### config.mk
export PLATFORM = sky130hd
export DESIGN_NAME = ic74595_driver
export DESIGN_NICKNAME = d
export VERILOG_FILES = /design/src/rtl/ic74595_pkg.sv /design/src/rtl/ic74595_tick_gen.sv /design/src/rtl/ic74595_driver.sv
export SDC_FILE = /design/constraint.sdc
export NUM_CORES = 1
export LEC_CHECK = 0
export ABC_AREA = 1
export CORE_MARGIN = 1
export CORE_UTILIZATION = 51
export CTS_CLUSTER_SIZE = 24
export DETAILED_ROUTE_END_ITERATION = 7
export PLACE_DENSITY = 0.77
export SLEW_MARGIN = 10
export SYNTH_ARGS = -nofsm -noshare
export SYNTH_HDL_FRONTEND = slang
export SYNTH_SLANG_ARGS = --single-unit
export TNS_END_PERCENT = 10
### constraint.sdc
create_clock -name clk -period 1.6 [get_ports clk]
set_input_delay 0.16 -clock clk [delete_from_list [all_inputs] [get_ports clk]]
set_output_delay 0.16 -clock clk [all_outputs]
set_load 0.02 [all_outputs]
### src/rtl/ic74595_pkg.sv
// rtl/ic74595_pkg.sv - shared types and constants for the 74595 chain driver
// Purpose : state encoding, chip width and transfer-latency helper used by the
//           driver and its testbench.
// Ports   : none (package).
// Config  : IC74595_CLEAR_EN adds the CLR / CLR_LATCH states.
package ic74595_pkg;

  localparam int CHIP_W = 8;

  typedef enum logic [2:0] {
    ST_IDLE     = 3'd0,
    ST_LOAD     = 3'd1,
    ST_SHIFT_LO = 3'd2,
    ST_SHIFT_HI = 3'd3,
    ST_LATCH    = 3'd4,
    ST_FINISH   = 3'd5
`ifdef IC74595_CLEAR_EN
    ,
    ST_CLR       = 3'd6,
    ST_CLR_LATCH = 3'd7
`endif
  } state_t;

  // Cycles from the edge that accepts start to the edge that raises done.
  function automatic int xfer_latency(input int chain, input int clk_div);
    return 2 + 2 * clk_div * CHIP_W * chain + clk_div;
  endfunction

endpackage

### src/rtl/ic74595_tick_gen.sv
// rtl/ic74595_tick_gen.sv - phase divider for the 74595 driver
// Purpose : counts 0..CLK_DIV-1 and flags the last cycle of a phase.
// Ports   : clk, reset (sync, active-high), i_clear (restart count at 0),
//           o_phase_end (high while the count sits at CLK_DIV-1).
module ic74595_tick_gen #(
  parameter int CLK_DIV = 4
) (
  input  logic clk,
  input  logic reset,
  input  logic i_clear,
  output logic o_phase_end
);

  localparam int CW = (CLK_DIV > 1) ? $clog2(CLK_DIV) : 1;
  localparam logic [CW-1:0] LAST = CW'(CLK_DIV - 1);

  logic [CW-1:0] r_cnt;

  always_ff @(posedge clk) begin
    if (reset || i_clear || (r_cnt == LAST)) begin
      r_cnt <= '0;
    end else begin
      r_cnt <= r_cnt + 1'b1;
    end
  end

  assign o_phase_end = (r_cnt == LAST);

endmodule

### src/rtl/ic74595_driver.sv
// rtl/ic74595_driver.sv - serialiser/latch sequencer for cascaded 74595 chips
// Purpose : accepts a parallel word on start, shifts it out on ser with srclk
//           pulses, then pulses rclk and enables the outputs.
// Ports   : clk, reset (sync, active-high), start, data_in[8*CHAIN-1:0],
//           clr (only with IC74595_CLEAR_EN), busy, done, ser, srclk, rclk,
//           srclr_n, oe_n.
// Config  : IC74595_CLEAR_EN adds the clr input and a clear-and-latch sequence.
module ic74595_driver
  import ic74595_pkg::*;
#(
  parameter int CHAIN     = 1,
  parameter int CLK_DIV   = 4,
  parameter bit MSB_FIRST = 1'b1
) (
  input  logic                    clk,
  input  logic                    reset,
  input  logic                    start,
  input  logic [CHIP_W*CHAIN-1:0] data_in,
`ifdef IC74595_CLEAR_EN
  input  logic                    clr,
`endif
  output logic                    busy,
  output logic                    done,
  output logic                    ser,
  output logic                    srclk,
  output logic                    rclk,
  output logic                    srclr_n,
  output logic                    oe_n
);

  localparam int W  = CHIP_W * CHAIN;
  localparam int BW = $clog2(W + 1);

  state_t          r_state;
  state_t          w_next;
  logic [W-1:0]    r_shift;
  logic [BW-1:0]   r_bits;
  logic            r_oe_n;
  logic            w_phase_end;
  logic            w_tick_clr;

  // Every state starts its phase with a fresh count.
  assign w_tick_clr = (w_next != r_state);

  ic74595_tick_gen #(.CLK_DIV(CLK_DIV)) u_tick (
    .clk         (clk),
    .reset       (reset),
    .i_clear     (w_tick_clr),
    .o_phase_end (w_phase_end)
  );

  always_ff @(posedge clk) begin
    if (reset) begin
      r_state <= ST_IDLE;
    end else begin
      r_state <= w_next;
    end
  end

  always_comb begin
    w_next = r_state;
    case (r_state)
      ST_IDLE: begin
`ifdef IC74595_CLEAR_EN
        if (clr) w_next = ST_CLR;
        else
`endif
        if (start) w_next = ST_LOAD;
      end
      ST_LOAD:     w_next = ST_SHIFT_LO;
      ST_SHIFT_LO: if (w_phase_end) w_next = ST_SHIFT_HI;
      // r_bits still counts the bit on the wire, so 1 means it was the last.
      ST_SHIFT_HI: if (w_phase_end) w_next = (r_bits == BW'(1)) ? ST_LATCH : ST_SHIFT_LO;
      ST_LATCH:    if (w_phase_end) w_next = ST_FINISH;
      ST_FINISH:   w_next = ST_IDLE;
`ifdef IC74595_CLEAR_EN
      ST_CLR:       if (w_phase_end) w_next = ST_CLR_LATCH;
      ST_CLR_LATCH: if (w_phase_end) w_next = ST_FINISH;
`endif
      default:     w_next = ST_IDLE;
    endcase
  end

  always_ff @(posedge clk) begin
    if (reset) begin
      r_shift <= '0;
      r_bits  <= '0;
      r_oe_n  <= 1'b1;
    end else begin
      if ((r_state == ST_IDLE) && (w_next == ST_LOAD)) begin
        r_shift <= data_in;
        r_bits  <= BW'(W);
      end
      // Shift only as srclk falls so ser is stable through the high phase.
      if ((r_state == ST_SHIFT_HI) && w_phase_end) begin
        r_bits <= r_bits - 1'b1;
        if (w_next == ST_SHIFT_LO) begin
          r_shift <= MSB_FIRST ? (r_shift << 1) : (r_shift >> 1);
        end
      end
      // Only a completed data latch enables the outputs; a clear leaves oe_n.
      if ((r_state == ST_LATCH) && w_phase_end) begin
        r_oe_n <= 1'b0;
      end
    end
  end

  assign busy  = (r_state != ST_IDLE) && (r_state != ST_FINISH);
  assign done  = (r_state == ST_FINISH);
  assign srclk = (r_state == ST_SHIFT_HI);
  assign ser   = MSB_FIRST ? r_shift[W-1] : r_shift[0];
  assign oe_n  = r_oe_n;
`ifdef IC74595_CLEAR_EN
  assign rclk    = (r_state == ST_LATCH) || (r_state == ST_CLR_LATCH);
  assign srclr_n = (r_state != ST_CLR);
`else
  assign rclk    = (r_state == ST_LATCH);
  assign srclr_n = 1'b1;
`endif

endmodule

==> results by group, run 1 <==
Pwr
  – Sequential share of power: 51.0%
  – Sw power: 274 µW
  – Net Sw Frac: ~28%
  – Clock network fraction of design power: between 20% and 30%
  – Internal power: 701 µW
  – Pwr Density: between 700 and 800 nW/µm²
  – Worst VDD drop: roughly 540 µV
  – Gate power share: 19.6%
  – LEAKAGE: 0.616 nW

Place
  – Post-DP HPWL: 1.64 mm
  – GPL Wtd Cong: 0.838
  – Post-place setup slack: between 0.09 and 0.1 ns
  – Buffers on Ports: 16

Logic synthesis
  – Synth Area per Inst: around 6.9 µm²
  – Synth cell types: 29
  – Post-synth ARST share: 0%
  – Syn nets: between 150 and 200
  – Yosys reg bits: 18
  – Most used DFF post-synth: dfxtp_1
  – Cells after Synth: 153
  – EDFF count, synth: 0
  – Sequential fraction of the synthesis area: 34.3%
  – Warnings from Yosys: 0
  – Mapped Area: about 1000 µm²

Clock network
  – Clk Latency, worst-skew pair: 0.30 ns
  – Total CTS buffers: 3
  – Setup bufs post-CTS: 0
  – Clock Pin Slew Worst Setup and Hold Paths: 0.11 ns
  – Post-cts resize count: 7
  – Clock Path Buffers: 2
  – CTS tree: built
  – Clk sinks: 18
  – Clock Tree Root: clkbuf_4
  – H-tree levels: 1
  – Cts hold-fix bufs: 0

GRT
  – Vias in the first global route: 792
  – GRT Overall Usage: 20.1%
  – Initial antenna violation count: 0
  – Pin count of the biggest net entering global routing: 11
  – First-pass GRT wire length: about 3.2 mm
  – Grt ovf: 0

STA
  – Fmax achieved: 659 MHz
  – Setup tns final: 0 ns
  – Tmin final: 1.52 ns
  – RSZ-0062 raised after global routing: false
  – Pins Over Slew Limit: 0
  – Fin Hold WS: approximately 0.47 ns
  – Final worst slack: roughly 0.082 ns
  – Setup violators final: 0
  – Clock Skew: roughly 0.0057 ns
  – Fin crit share: 94.9%
  – Final hold violation count: 0

Layout
  – Layout net count: 190
  – # fillers: 184
  – Final Core Density: 66.6%
  – N_diodes: 0
  – Synth-to-layout area growth: 23.1%
  – Share of cells above drive strength 1: 12.6%

Floorplan
  – Die height: 47.4 µm
  – Die width: approximately 47 µm
  – Die area: 2240 µm²
  – Starting Density: a little over half
  – # rows: 16
  – Top Ports: 18
  – Core footprint: 1940 µm²

Worst setup path
  – CP Data Arrival Time: around 1.4 ns
  – Critical setup path kind: flip-flop to output port
  – CP startpoint kind: flip-flop
  – Worst setup EP type: output port
  – Critical path fanouts, max: 3
  – Worst endpoint required time: 1.44 ns

Flow run
  – Max cap viols: 0

Status
  – Status: finished, final reports clean

Routing
  – Post-DRT Antenna Nets: 0
  – Remaining DRCs: 0
  – WL per Instance: ~11 µm
  – Drt pass-1 iters: 4
  – DRT iter0 DRCs: 13
  – Via total after detailed routing: 988
  – Vias per cell: roughly 4.9
  – Drt total wl: 2.18 mm

Min path
  – Worst hold path class: flip-flop to flip-flop
## final timing paths
kind	from	endpoint	slack [ns]	depth (start not counted)
max	r_state[1]$_SDFF_PP0_	busy	0.08	5
min	u_tick.r_cnt[0]$_SDFF_PP0_	u_tick.r_cnt[0]$_SDFF_PP0_	0.47	1
max reg2reg	u_tick.r_cnt[0]$_SDFF_PP0_	r_shift[3]$_SDFF_PP0_	0.13	9
min reg2reg	u_tick.r_cnt[0]$_SDFF_PP0_	u_tick.r_cnt[0]$_SDFF_PP0_	0.47	1
## state kept, by name, indices dropped and copies added (netlist names)
register	count
r_shift	8
r_state	3
oe_n	1
r_bits	4
u_tick.r_cnt	2
## per-layer routing
metal	vias up	global-route usage [%]	routed length, µm
met1	438	23.8	967
met5	-	0	0
met3	7	3.85	86
met4	0	9.14	48
li1	512	-	-
met2	31	34.8	1070
## worst max-delay path, stage by stage (launching register included)
cell and delay (ns):
dfxtp_1 0.42, inv_1 0.09, nand2_1 0.06, nor2_1 0.04, a21oi_1 0.10, dlygate4sd2_1 0.34
## Yosys cell counts, types with 2 or more instances
cell type,count,area share [%]
nor2_4,2,2.1
nor2_1,25,8.9
o21ai_0,10,4.8
inv_2,2,0.72
a21oi_1,5,2.4
nand2_1,28,10
dfxtp_1,18,34
ha_1,4,4.8
inv_1,28,10
nand3_1,12,5.7
## per-stage QoR
step	area [µm²]	std cells	total power [mW]
after global placement	1250	197	0.688
after global routing	1290	201	1.02
after detailed placement	1250	197	0.696
final	1290	201	0.974
after CTS	1290	201	0.974
after floorplan	1050	153	0.630
## cells in the final DEF (no fill, tap or decap), types with 2 or more instances in the layout
master,count
o21ai_0,10
a21oi_1,5
clkbuf_4,3
nand3_1,12
inv_2,2
dfxtp_1,16
inv_1,28
dfxtp_2,2
ha_1,4
nor2_4,3
dlygate4sd2_1,4
nor2_1,25
buf_4,5
nand2_1,28
clkdlybuf4s50_1,12
## power groups by stage
stage / clock network (mW) / registers (mW) / logic, mW
6_report: 0.286 / 0.497 / 0.191
5_1_grt: 0.312 / 0.500 / 0.212
4_1_cts: 0.287 / 0.496 / 0.191
3_5_place_dp: 0 / 0.504 / 0.192
3_3_place_gp: 0 / 0.502 / 0.186
2_1_floorplan: 0 / 0.502 / 0.129
## kinds of logic (layout without fill, tap and decap cells)
family / after synthesis / count (layout) / share of synthesized area (%)
simple gates: 77 / 77 / 37.4
buf+inv: 34 / 55 / 13.3
compound gates: 18 / 18 / 8.94
flops: 18 / 18 / 34.3
fa+ha+maj: 4 / 4 / 4.77
other cells: 1 / 1 / 0.357
xor+xnor: 1 / 1 / 0.834
## final cells by class
cell class	instances	area, µm²	area share [%]
multi-input cells	101	554	42.9
well taps	27	33.8	2.61
inverters	30	113	8.71
clock buffers	4	36.3	2.81
flip-flops and latches	18	363	28.1
repair buffers	21	193	14.9
(Power assumes the default switching activity.)
==> run 2: changes to the inputs <==
--- a/config.mk
+++ b/config.mk
@@ -11,7 +11,6 @@
 export CTS_CLUSTER_SIZE = 24
 export DETAILED_ROUTE_END_ITERATION = 7
 export PLACE_DENSITY = 0.77
-export SLEW_MARGIN = 10
 export SYNTH_ARGS = -nofsm -noshare
 export SYNTH_HDL_FRONTEND = slang
 export SYNTH_SLANG_ARGS = --single-unit
==> results of run 2 <==
The final DEF is identical to that of run 1; final timing and power are the same.
==> run 3: changes to the inputs <==
--- a/config.mk
+++ b/config.mk
@@ -5,12 +5,13 @@
 export SDC_FILE = /design/constraint.sdc
 export NUM_CORES = 1
 export LEC_CHECK = 0
-export ABC_AREA = 1
 export CORE_MARGIN = 1
-export CORE_UTILIZATION = 51
+export CORE_UTILIZATION = 53
+export CTS_BUF_LIST = sky130_fd_sc_hd__clkbuf_2
 export CTS_CLUSTER_SIZE = 24
 export DETAILED_ROUTE_END_ITERATION = 7
-export PLACE_DENSITY = 0.77
+export GPL_TIMING_DRIVEN = 0
+export PLACE_DENSITY = 0.8
 export SYNTH_ARGS = -nofsm -noshare
 export SYNTH_HDL_FRONTEND = slang
 export SYNTH_SLANG_ARGS = --single-unit
==> results by group, run 3 <==
Clock network
  – Clock Pin Slew Worst Setup and Hold Paths: 0.18 ns (was 0.11 ns)
  – Cts hold-fix bufs: 0 (unchanged)
  – Clock Tree Root: clkbuf_2 (was clkbuf_4)
  – Total CTS buffers: 3 (unchanged)
  – H-tree levels: 1 (unchanged)
  – Clock Path Buffers: 2 (unchanged)
  – Clk sinks: 18 (unchanged)
  – Clk Latency, worst-skew pair: 0.32 ns (was 0.30 ns)
  – CTS tree: built (unchanged)

Worst setup path
  – Buf+Inv Stages, Crit Path: 1 (was 2)
  – Worst endpoint required time: 1.79 ns (was 1.44 ns)
  – CP Data Arrival Time: 1.87 ns (was 1.36 ns)
  – CP top delay family: simple AND/OR/NAND/NOR gates (was buffers and inverters)
  – Crit path from: u_tick.r_cnt[1]$_SDFF_PP0_ (was r_state[1]$_SDFF_PP0_)
  – Worst setup EP type: flip-flop (was output port)
  – Critical path fanouts, max: 8 (was 3)
  – CP startpoint kind: flip-flop (unchanged)
  – Critical setup path kind: flip-flop to flip-flop (was flip-flop to output port)
  – Max incr delay on CP: 0.38 ns (was 0.42 ns)
  – CP cell instances: ha_4, and4bb_2, a311oi_4, and2_1, buf_6, o31ai_2 (was inv_1, nand2_1, nor2_1, a21oi_1, dlygate4sd2_1)
  – Reg2reg start: u_tick.r_cnt[1]$_SDFF_PP0_ (was u_tick.r_cnt[0]$_SDFF_PP0_)
  – Slowest stage cell on the critical path: dfxtp_2 (was dfxtp_1)

STA
  – Fin crit share: 105% (was 94.9%)
  – RSZ-0062 raised after global routing: true (was false)
  – Actual slew at the worst max-slew pin: 0.536 ns
  – Worst relative slew slack: 64.3%
  – Final hold violation count: 0 (unchanged)
  – Clock Skew: 0.0236 ns (was 0.00568 ns)
  – Setup violators final: 9 (was 0)
  – Tmin final: 1.68 ns (was 1.52 ns)
  – Pins Over Slew Limit: 0 (unchanged)
  – Setup tns final: -0.461 ns (was 0 ns)
  – Fmax achieved: 594 MHz (was 659 MHz)
  – Fin Hold WS: 0.301 ns (was 0.473 ns)
  – Final worst slack: -0.0832 ns (was 0.0821 ns)

Place
  – Placed cell area: 1190 µm² (was 1250 µm²)
  – Post-DP HPWL: 1.48 mm (was 1.64 mm)
  – GPL Wtd Cong: 0.863 (was 0.838)
  – Dpl cells: 140 (was 197)
  – Post-place setup slack: -0.595 ns (was 0.0988 ns)
  – Buffers on Ports: 15 (was 16)

Layout
  – Register area: 367 µm² (was 363 µm²)
  – Final instance area: 1280 µm² (was 1290 µm²)
  – Largest register FFs: 8 (unchanged)
  – # fillers: 154 (was 184)
  – Layout net count: 140 (was 190)
  – Final Core Density: 72.5% (was 66.6%)
  – Register name with the most flops: r_shift (unchanged)
  – Final std cells w/o fill: 149 (was 201)
  – Regs by FF count: r_shift: 8 flops, r_bits: 4 flops, r_state: 3 flops (unchanged)
  – Share of cells above drive strength 1: 29.8% (was 12.6%)
  – Commonest non-fill, non-tap cell in the layout: dfxtp_1
  – Synth-to-layout area growth: 26.8% (was 23.1%)
  – Multi-input combinational cell area: 602 µm² (was 554 µm²)
  – Most frequent cells in the layout: 13 x dfxtp_1, 11 x clkdlybuf4s50_1, 8 x buf_4, 8 x nor2_1, 8 x mux2i_1 (was 28 x inv_1, 28 x nand2_1, 25 x nor2_1)
  – N_diodes: 0 (unchanged)

GRT
  – First-pass GRT wire length: 3.49 mm (was 3.19 mm)
  – Grt ovf: 0 (unchanged)
  – Vias in the first global route: 744 (was 792)
  – Initial antenna violation count: 0 (unchanged)
  – Pin count of the biggest net entering global routing: 11 (unchanged)
  – GRT Overall Usage: 24.0% (was 20.1%)

Flow run
  – Max cap viols: 0 (unchanged)

Logic synthesis
  – Synth Area per Inst: 10.1 µm² (was 6.86 µm²)
  – Synth area leaders: dfxtp_1 36%, o31ai_2 8.7%, mux2i_1 7.9%, o2111ai_1 6.1%, ha_1 5.0% (was dfxtp_1 34%, inv_1 10%, nand2_1 10%, nor2_1 8.9%, nand3_1 5.7%)
  – Mapped Area: 1010 µm² (was 1050 µm²)
  – Yosys reg bits: 18 (unchanged)
  – Yosys top cell area share: 35.7% (was 34.3%)
  – Cell taking the most area after synthesis: dfxtp_1 (unchanged)
  – Sequential fraction of the synthesis area: 35.7% (was 34.3%)
  – EDFF count, synth: 0 (unchanged)
  – Syn nets: 115 (was 168)
  – Post-synth ARST share: 0% (unchanged)
  – Synth cell types: 35 (was 29)
  – Most used DFF post-synth: dfxtp_1 (unchanged)
  – Cells after Synth: 100 (was 153)
  – Synth cell count leaders: 18 x dfxtp_1, 9 x nor2_1, 8 x mux2i_1 (was 28 x inv_1, 28 x nand2_1, 25 x nor2_1)
  – Warnings from Yosys: 0 (unchanged)
  – Top-count cell post-synth: dfxtp_1

Floorplan
  – Die area: 2080 µm² (was 2240 µm²)
  – Starting Density: 57.2% (was 54.1%)
  – Die width: 45.6 µm (was 47.4 µm)
  – # rows: 15 (was 16)
  – Top Ports: 18 (unchanged)
  – Die height: 45.6 µm (was 47.4 µm)
  – Core footprint: 1760 µm² (was 1940 µm²)

Routing
  – WL per Instance: 15.0 µm (was 10.8 µm)
  – DRT iter0 DRCs: 14 (was 13)
  – Drt pass-1 iters: 4 (unchanged)
  – Vias per cell: 5.82 (was 4.92)
  – Remaining DRCs: 0 (unchanged)
  – Via total after detailed routing: 867 (was 988)
  – Post-DRT Antenna Nets: 0 (unchanged)
  – Drt total wl: 2.23 mm (was 2.18 mm)

Pwr
  – Worst VDD drop: 476 µV (was 535 µV)
  – LEAKAGE: 0.499 nW (was 0.616 nW)
  – Pwr Density: 694 nW/µm² (was 754 nW/µm²)
  – Tot Pwr: 888 µW (was 974 µW)

Min path
  – Hold path startpoint: reset (was u_tick.r_cnt[0]$_SDFF_PP0_)
  – Worst hold path class: primary input to flip-flop (was flip-flop to flip-flop)

Status
  – Status: complete, but fails checks (was finished, final reports clean)
  – Failing checks: negative setup slack
==> run 3: cell count changes after synthesis, sizes merged, moves of 8 or more <==
cell / delta
o21ai: -10
mux2i: +8
inv: -26
nand3: -12
nand2: -26
nor2: -20
==> run 3: kinds of logic (layout without fill, tap and decap cells) <==
logic type                 Yosys count  in the layout  synth area share, %
and+or+nand+nor                     27             27                 16.4
AOI/OAI and AO/OA                   25             25                 23.7
DFF                                 18             18                 35.7
buffers and inverters               13             37                 7.20
muxes                                9              9                 9.06
adders and majority gates            4              4                 4.96
xor gates and xnor gates             3              3                 2.61
other                                1              1                0.372
==> run 3: repair_timing <==
action,CTS,global route
setup endpoints to repair,13,12
pin swaps,3,3
setup buffers,1,4
gates resized for setup,20,2
hold endpoints to repair,0,0
==> run 3: worst paths after layout <==
| path | to | slack, ns | cells after the start |
|---|---|---|---|
| min reg2reg | u_tick.r_cnt[0]$_SDFF_PP0_ | 0.48 | 1 |
| max | r_shift[6]$_SDFF_PP0_ | -0.08 | 6 |
| min | r_shift[7]$_SDFF_PP0_ | 0.30 | 2 |
| max reg2reg | r_shift[6]$_SDFF_PP0_ | -0.08 | 6 |
==> run 3: worst register-to-register path: stages (launching register included) <==
cell and delay [ns]:
dfxtp_2 0.38, ha_4 0.17, and4bb_2 0.25, a311oi_4 0.34, and2_1 0.19, buf_6 0.15
o31ai_2 0.07
==> run 3: layout make-up <==
| type | instances | area share [%] |
|---|---|---|
| buffer | 7 | 4.11 |
| clock buffer | 3 | 1.17 |
| clock inverter | 1 | 0.294 |
| inverter | 6 | 1.86 |
| multi-input combinational | 69 | 47.1 |
| sequential | 18 | 28.7 |
| tap | 25 | 2.45 |
| timing repair buffer | 20 | 14.4 |
==> run 3: where the power goes <==
group	internal, mW	switching (mW)
clock	0.0543	0.145
sequential	0.476	0.0227
combinational	0.0971	0.0935
total	0.627	0.261
==> run 3: routing by layer <==
metal	vias up	global-route usage, %	wire length [µm]
met2	27	38.0	1130
met4	0	10.9	56
li1	420	-	-
met5	-	0	0
met1	415	32.8	954
met3	5	2.38	86
